## src/rtl/mem_refill_arbiter.sv

```systemverilog
// mem_refill_arbiter: round-robin share of the refill memory port with slot-based TID remapping.
// Optional MEM_ARB_PERF_EN adds per-port saturating stall counters on perf_stall_o.
module mem_refill_arbiter #(
   parameter int NR_PORTS        = 2,
   parameter int ADDR_W          = 32,
   parameter int DATA_W          = 128,
   parameter int TID_W           = 2,
   parameter int MAX_OUTSTANDING = 7
) (
   input  logic                       clk_i,
   input  logic                       rst_i,
   input  logic [NR_PORTS-1:0]        port_req_valid_i,
   output logic [NR_PORTS-1:0]        port_req_ready_o,
   input  logic [NR_PORTS*ADDR_W-1:0] port_req_addr_i,
   input  logic [NR_PORTS*TID_W-1:0]  port_req_tid_i,
   output logic [NR_PORTS-1:0]        port_rsp_valid_o,
   output logic [TID_W-1:0]           port_rsp_tid_o,
   output logic [DATA_W-1:0]          port_rsp_data_o,
   output logic                       mem_req_valid_o,
   input  logic                       mem_req_ready_i,
   output logic [ADDR_W-1:0]          mem_req_addr_o,
   output logic [TID_W-1:0]           mem_req_tid_o,
   input  logic                       mem_rsp_valid_i,
   input  logic [TID_W-1:0]           mem_rsp_tid_i,
   input  logic [DATA_W-1:0]          mem_rsp_data_i,
   output logic                       idle_o,
   output logic                       rsp_err_o
`ifdef MEM_ARB_PERF_EN
   ,output logic [NR_PORTS*32-1:0]    perf_stall_o
`endif
);
   localparam int NR_SLOTS = 2**TID_W;
   localparam int CNT_W    = $clog2(MAX_OUTSTANDING+1);
   localparam int PW       = $clog2(NR_PORTS);

   logic [NR_SLOTS-1:0] slot_busy_q, slot_busy_d;
   logic [PW-1:0]       slot_port_q [NR_SLOTS];
   logic [PW-1:0]       slot_port_d [NR_SLOTS];
   logic [TID_W-1:0]    slot_tid_q  [NR_SLOTS];
   logic [TID_W-1:0]    slot_tid_d  [NR_SLOTS];
   logic [CNT_W-1:0]    cnt_q [NR_PORTS];
   logic [CNT_W-1:0]    cnt_d [NR_PORTS];
   logic [PW-1:0]       rr_ptr_q, rr_ptr_d, lock_port_q, lock_port_d;
   logic                lock_q, lock_d, rsp_err_q, rsp_err_d;
   logic [NR_PORTS-1:0] elig;
   logic [PW-1:0]       grant, rsp_port;
   logic [TID_W-1:0]    free_idx;
   logic                accept, rsp_hit;
`ifdef MEM_ARB_PERF_EN
   logic [31:0]         perf_q [NR_PORTS];
   logic [31:0]         perf_d [NR_PORTS];
`endif

   always_comb begin
      elig = '0;
      for (int i = 0; i < NR_PORTS; i++)
         elig[i] = port_req_valid_i[i] && (cnt_q[i] < CNT_W'(MAX_OUTSTANDING));
      grant = lock_q ? lock_port_q : rr_ptr_q;
      // descending scan so the port closest to rr_ptr wins
      if (!lock_q)
         for (int k = NR_PORTS-1; k >= 0; k--)
            if (elig[(int'(rr_ptr_q)+k) % NR_PORTS]) grant = PW'((int'(rr_ptr_q)+k) % NR_PORTS);
      free_idx = '0;
      for (int s = NR_SLOTS-1; s >= 0; s--)
         if (!slot_busy_q[s]) free_idx = TID_W'(s);
      mem_req_valid_o = (lock_q || |elig) && !(&slot_busy_q);
      accept          = mem_req_valid_o && mem_req_ready_i;
      mem_req_addr_o  = mem_req_valid_o ? port_req_addr_i[int'(grant)*ADDR_W +: ADDR_W] : '0;
      mem_req_tid_o   = mem_req_valid_o ? free_idx : '0;
      port_req_ready_o = '0;
      port_req_ready_o[grant] = accept;
      rsp_hit  = mem_rsp_valid_i && slot_busy_q[mem_rsp_tid_i];
      rsp_port = slot_port_q[mem_rsp_tid_i];
      port_rsp_valid_o = '0;
      port_rsp_valid_o[rsp_port] = rsp_hit;
      port_rsp_tid_o  = rsp_hit ? slot_tid_q[mem_rsp_tid_i] : '0;
      port_rsp_data_o = mem_rsp_data_i;
      idle_o    = ~|slot_busy_q;
      rsp_err_o = rsp_err_q;
      rsp_err_d = mem_rsp_valid_i && !slot_busy_q[mem_rsp_tid_i];
      slot_busy_d = slot_busy_q;
      slot_port_d = slot_port_q;
      slot_tid_d  = slot_tid_q;
      if (rsp_hit) slot_busy_d[mem_rsp_tid_i] = 1'b0;
      if (accept) begin
         slot_busy_d[free_idx] = 1'b1;
         slot_port_d[free_idx] = grant;
         slot_tid_d[free_idx]  = port_req_tid_i[int'(grant)*TID_W +: TID_W];
      end
      for (int i = 0; i < NR_PORTS; i++)
         cnt_d[i] = cnt_q[i] + CNT_W'(accept && grant == PW'(i)) - CNT_W'(rsp_hit && rsp_port == PW'(i));
      rr_ptr_d    = accept ? PW'((int'(grant)+1) % NR_PORTS) : rr_ptr_q;
      lock_d      = accept ? 1'b0 : (mem_req_valid_o ? 1'b1 : lock_q);
      lock_port_d = (!accept && mem_req_valid_o) ? grant : lock_port_q;
`ifdef MEM_ARB_PERF_EN
      for (int i = 0; i < NR_PORTS; i++) begin
         perf_d[i] = perf_q[i] + 32'(port_req_valid_i[i] && !port_req_ready_o[i] && perf_q[i] != '1);
         perf_stall_o[i*32 +: 32] = perf_q[i];
      end
`endif
   end

   always_ff @(posedge clk_i) begin
      if (rst_i) begin
         slot_busy_q <= '0;
         slot_port_q <= '{default: '0};
         slot_tid_q  <= '{default: '0};
         cnt_q       <= '{default: '0};
         rr_ptr_q    <= '0;
         lock_q      <= 1'b0;
         lock_port_q <= '0;
         rsp_err_q   <= 1'b0;
`ifdef MEM_ARB_PERF_EN
         perf_q      <= '{default: '0};
`endif
      end else begin
         slot_busy_q <= slot_busy_d;
         slot_port_q <= slot_port_d;
         slot_tid_q  <= slot_tid_d;
         cnt_q       <= cnt_d;
         rr_ptr_q    <= rr_ptr_d;
         lock_q      <= lock_d;
         lock_port_q <= lock_port_d;
         rsp_err_q   <= rsp_err_d;
`ifdef MEM_ARB_PERF_EN
         perf_q      <= perf_d;
`endif
      end
   end
endmodule
```

## config.mk

```make
export PLATFORM = sky130hd
export DESIGN_NAME = mem_refill_arbiter
export DESIGN_NICKNAME = d
export VERILOG_FILES = /design/src/rtl/mem_refill_arbiter.sv
export SDC_FILE = /design/constraint.sdc
export NUM_CORES = 1
export LEC_CHECK = 0
export ABC_CLOCK_PERIOD_IN_PS = 2850
export CORE_AREA = 2 2 145 147
export CTS_CLUSTER_SIZE = 30
export DETAILED_ROUTE_END_ITERATION = 12
export DIE_AREA = 0 0 147 149
export PLACE_DENSITY = 0.57
export SYNTH_ARGS = -nofsm -noshare
export SYNTH_HDL_FRONTEND = slang
export SYNTH_SLANG_ARGS = --single-unit
```

## constraint.sdc

```tcl
create_clock -name clk_i -period 2.85 [get_ports clk_i]
set_input_delay 0.855 -clock clk_i [delete_from_list [all_inputs] [get_ports clk_i]]
set_output_delay 0.855 -clock clk_i [all_outputs]
set_load 0.05 [all_outputs]
```

Word level (Yosys, flattened, before mapping)
Cells that the tools add are included.
Widths: inputs -> output; s select.
{ "word_totals": {"ff_bits": 26, "inputBits": 204, "out_inout_bits": 171, "word_cells": 113} }
{ "classes": {"addsub": 6, "n_lt_le_gt_ge": 15, "n_shift": 2, "n_mux": 40, "bitwise": 10, "reduce_logical": 25} }
{ "op_table": {"columns": ["cell", "n"], "rows": [
  ["$shiftx 64x7->32", 1],
  ["$mux 32", 1],
  ["$mux 2", 9],
  ["$mux 1", 17],
  ["$logic_and 1x1->1", 16],
  ["$lt 2x3->1 const B", 3],
  ["$bwmux 8", 1],
  ["$mux 4", 2],
  ["$add 3x1->3", 2],
  ["$demux 1 s2", 3],
  ["$ge 3x3->1 const B", 2],
  ["$lt 1x2->1 const B", 3],
  ["$lt 3x3->1 const B", 2],
  ["$not 2->3", 2],
  ["$sub 3x1->3", 2],
  ["$and 2x2->2", 2],
  ["$and 4x4->4", 1],
  ["$bmux 1 s2", 2],
  ["$bmux 2 s2", 1],
  ["$bwmux 4", 1],
  ["$demux 2 s2", 1],
  ["$ge 2x1->1 const B", 2],
  ["$logic_not 1->1", 4],
  ["$not 4->4", 1],
  ["12 further kinds", 17]
]} }

Depth between registers and ports, before layout
{ "depth": {"word_depth": 13, "ltp_mapped": 13, "ltp_nobuf": 12} }

Worst setup path after synthesis
OpenSTA, ideal clock, no wires.
{ "synth_path": {"path_kind": "in2reg", "start": "in mem_rsp_tid_i[0]", "end": "reg cnt_q[4] in the netlist's numbering", "setup_ns": 0.124, "arrival_ns": 3.456, "required_ns": 2.726, "path_slack_ns": -0.731, "stages": 8, "path_buffers": 1, "path_cell_list": "clkbuf_1 > mux4_2 > nor2_1 > ha_1 > inv_1 > ha_1 > fa_1 > nor2b_1"} }
{ "synth_lines": {"columns": ["item", "line_no", "source"], "rows": [
  ["from (decl)", "24", "input logic [TID_W-1:0] mem_rsp_tid_i,"],
  ["to (signal assigned)", "120", "cnt_q <= cnt_d;"],
  ["to (decl)", "41", "logic [CNT_W-1:0] cnt_q [NR_PORTS];"]
]} }

Final worst setup path
{ "layout_path": {"start": "in port_req_valid_i[1]", "end": "out mem_req_addr_o[20]"} }
{ "layout_between": {"elab_chain_cells": 9, "elab_cells_between_ends": 14, "classes_between": "1 x shift; 9 x mux; 4 x reduce/logical"} }
{ "layout_rtl": {"columns": ["item", "line_no", "source"], "rows": [
  ["from (decl)", "12", "input logic [NR_PORTS-1:0] port_req_valid_i,"],
  ["$logic_and 1x1->1 (*)", "57", "elig[i] = port_req_valid_i[i] && (cnt_q[i] < CNT_W'(MAX_OUTSTANDING));"],
  ["$mux 1 (implied by the code) (3 in series)", "62", "if (elig[(int'(rr_ptr_q)+k) % NR_PORTS]) grant = PW'((int'(rr_ptr_q)+k) % NR_PORTS);"],
  ["$mux 1 (2 in series)", "62", null],
  ["$mux 1", "60", "if (!lock_q)"],
  ["$shiftx 64x7->32", "68", "mem_req_addr_o = mem_req_valid_o ? port_req_addr_i[int'(grant)*ADDR_W +: ADDR_W] : '0;"],
  ["$mux 32 (*)", "68", null],
  ["to (decl)", "21", "output logic [ADDR_W-1:0] mem_req_addr_o,"]
]} }
Every way passes the cells marked *; elsewhere a longest branch is shown, timed or not. The select of a mux whose other input is x is not followed.

==> results.md <==
- Cells along the critical path: buf_6 > a21bo_4 > buf_6 > o21ai_4 > buf_6 > buf_12 > nand3_2 > a21oi_4 > buf_12
- Worst R2R Setup Slack: 0.06 ns
- Global Route Usage Sum: 11.0%
- Total routed wirelength: about 13 mm
- Antenna violations before repair: 0
- Worst slew pin tran: 0.533 ns
- Synth area leader: buf_4
- Crit-path max FO: 12
- Die area: 21900 sq um
- # setup viols final: 38
- Dpl hpwl: between 9 and 10 mm
- Register bit total from synthesis: 26
- Wire length per cell: ~18 microns
- Io pins: 375
- Tmin final: about 3 ns
- CP most frequent cell: buf_6
- Synth unique cells: between 40 and 50
- Drt drc: 0
- Failing checks: negative setup slack
- Max incr delay on CP: 0.23 ns
- Synth Instances: 391
- Ranking of synthesized cells by area: buf_4 (33%), dfxtp_1 (17%), a21oi_1 (6.5%)
- Worst setup EP type: output pin
- Die Span X: approximately 150 microns
- Core area: 20600 sq um
- Worst Hold Class: flip-flop to flip-flop
- Clock skew: around 0.0020 ns
- CTS tree: yes
- RSZ-0062 raised after global routing: yes
- Synth Net Count: between 600 and 700
- GP Congestion: 0.763
- CP delay by family, top: buffers and inverters
- Final Power: just over 2000 uW
- H-tree levels: 1
- Max cap viols: 0
- Worst path required time: ~2.0 ns
- Status: finished with violations
- YS warnings: 0
- Post-synth top cells: buf_4 (134), a21oi_1 (39), o21ai_0 (37)
- Initial core utilization: 14.7%
- Vias: about 2800
- N_diodes: 0
- Worst-Skew Late Latency: about 0.25 ns
- Primary FF master, synth: dfxtp_1
- Via density: 4.06
- Max_slew headroom: 64.4%
- PnR worst setup slack: -0.199 ns
- Post-CTS Hold Fix Bufs: 0
- Slowest CP cell: a21bo_4
- Total CTS buffers: 3
- Most frequent cell after synthesis: buf_4
- Startpoint class of the critical path: input port
- Cell Count, Final, Fillers Out: 693
- Clk root buf: clkbuf_16
- Area Overhead vs Synth: 73.2%
- Pleak: 0.00183 uW
- Congestion Overflow GR: 0
- Pre-Repair DR Iteration Count: 4
- Clock transition at path regs: 0.06 ns
- Final Hold Vio Count: 0
- Pins Over Slew Limit: 0
- Async SR Flop Fraction: 0%
- Max Clock Freq: approximately 330 MHz
- Proportion of layout cells with a drive suffix above 1: 48.1%
- Final ANT Viol Nets: 0
- CTS Buffer Depth: 2
- Pwr Density: just under 400 nW/um^2
- Final period util: 107%
- Worst-case vdd ir drop: around 0.0002 V
- Setup WS pre-CTS: -0.708 ns
- Post-Syn Area per Cell: 7.71 sq um
- Placed insts: 673
- Largest net degree at the start of global routing: 27
- Crit Path Class: input port to output pin
- Vert. Die Dim: 149 microns
- Min Hold Slack: between 0.4 and 0.5 ns
- Synth top area share: 33.4%
- CP arrival: 2.19 ns
- Vias in the first global route: around 2800
- Post-synth EDFFs: 0
- Count of input and output buffers: between 100 and 150
- CP Buf/Inv Count: 5
- Setup TNS: -5.76 ns
- Row count: 53
- Mapped Area: ~3000 sq um
- Final net count: 631
- Seq/Total Area, Yosys: 17.3%
- Iter 0 DRT Violations: roughly 130
- First-pass GRT wire length: between 15 and 20 mm
- Sink Count: 26
layout by cell type, fill, tap and decap left out, types with 5 or more instances in the layout:
cell and count:
inv_1 7, a21oi_4 32, o21ai_1 24, a21oi_1 7
nor2b_1 6, clkdlybuf4s50_1 71, dfxtp_1 26, ha_1 6
a311oi_1 8, o21ai_0 15, nand3_2 25, nand3_4 9
buf_12 46, nand2_1 5, buf_6 16, nor2_1 19
buf_4 33
worst register-to-register path: cells and delay by family (launching register included):
family                     cells  cell delay (ns)
AOI/OAI and AO/OA              3             0.39
and+or+nand+nor                1             0.05
buffers and inverters          6             0.70
adders and majority gates      4             1.05
xor gates and xnor gates       1             0.14
DFF                            1             0.33
flip-flops by register name, indices dropped and copies added, names as in the netlist:
signal       cells
slot_tid_q       8
cnt_q            6
slot_busy_q      4
slot_port_q      4
lock_port_q      1
lock_q           1
rr_ptr_q         1
rsp_err_o        1
cells by family after synthesis:
group | count (synthesis) | synth area share [%]
flip-flops | 26 | 17.3
AND/OR/NAND/NOR | 83 | 14.0
XOR/XNOR | 2 | 0.582
multiplexers | 4 | 2.99
AO/OA/AOI/OAI | 106 | 24.1
adder cells (fa/ha/maj) | 8 | 3.82
buffers and inverters | 162 | 37.3
power breakdown:
group / internal [uW] / leakage, uW / switching, uW
logic: 640 / 0.00158 / 669
registers: 387 / 0.000212 / 20.9
clock network: 214 / 0.0000442 / 119
stage by stage:
step,cell area [sq um],util (%)
global route,5220,25.4
detailed placement,4570,22.2
global placement,4570,22.2
finish,5220,25.4
CTS,5200,25.3
floorplan,3440,-
metal layers:
metal,GRT usage (%),routed length (microns),vias to the layer above
met1,11.7,4560,1338
li1,-,-,1285
met2,19.9,6470,167
met4,2.26,231,0
met5,0.682,0,-
met3,5.11,1500,21
timing repair:
item                       CTS  global route
pin swaps                   40            26
setup buffers               11             2
hold endpoints to repair     0             0
resized for setup          106            16
setup endpoints to repair   45            43
cloned                       4             0
final timing paths:
kind,start,endpoint,cells after the start
setup / recovery,port_req_valid_i[1],mem_req_addr_o[20],9
hold reg to reg,rr_ptr_q,rr_ptr_q,2
setup reg to reg,cnt_q[1],cnt_q[5],15
hold / removal,rr_ptr_q,rr_ptr_q,2
layout make-up:
cell class                 count  area (sq um)
clock buffer                   4          88.8
multi-input combinational    203          2030
inverter                      12          47.5
timing repair buffer         173          2190
sequential                    26           520
fill                        2158         15300
tap                          275           344
(Power assumes the default switching activity.)
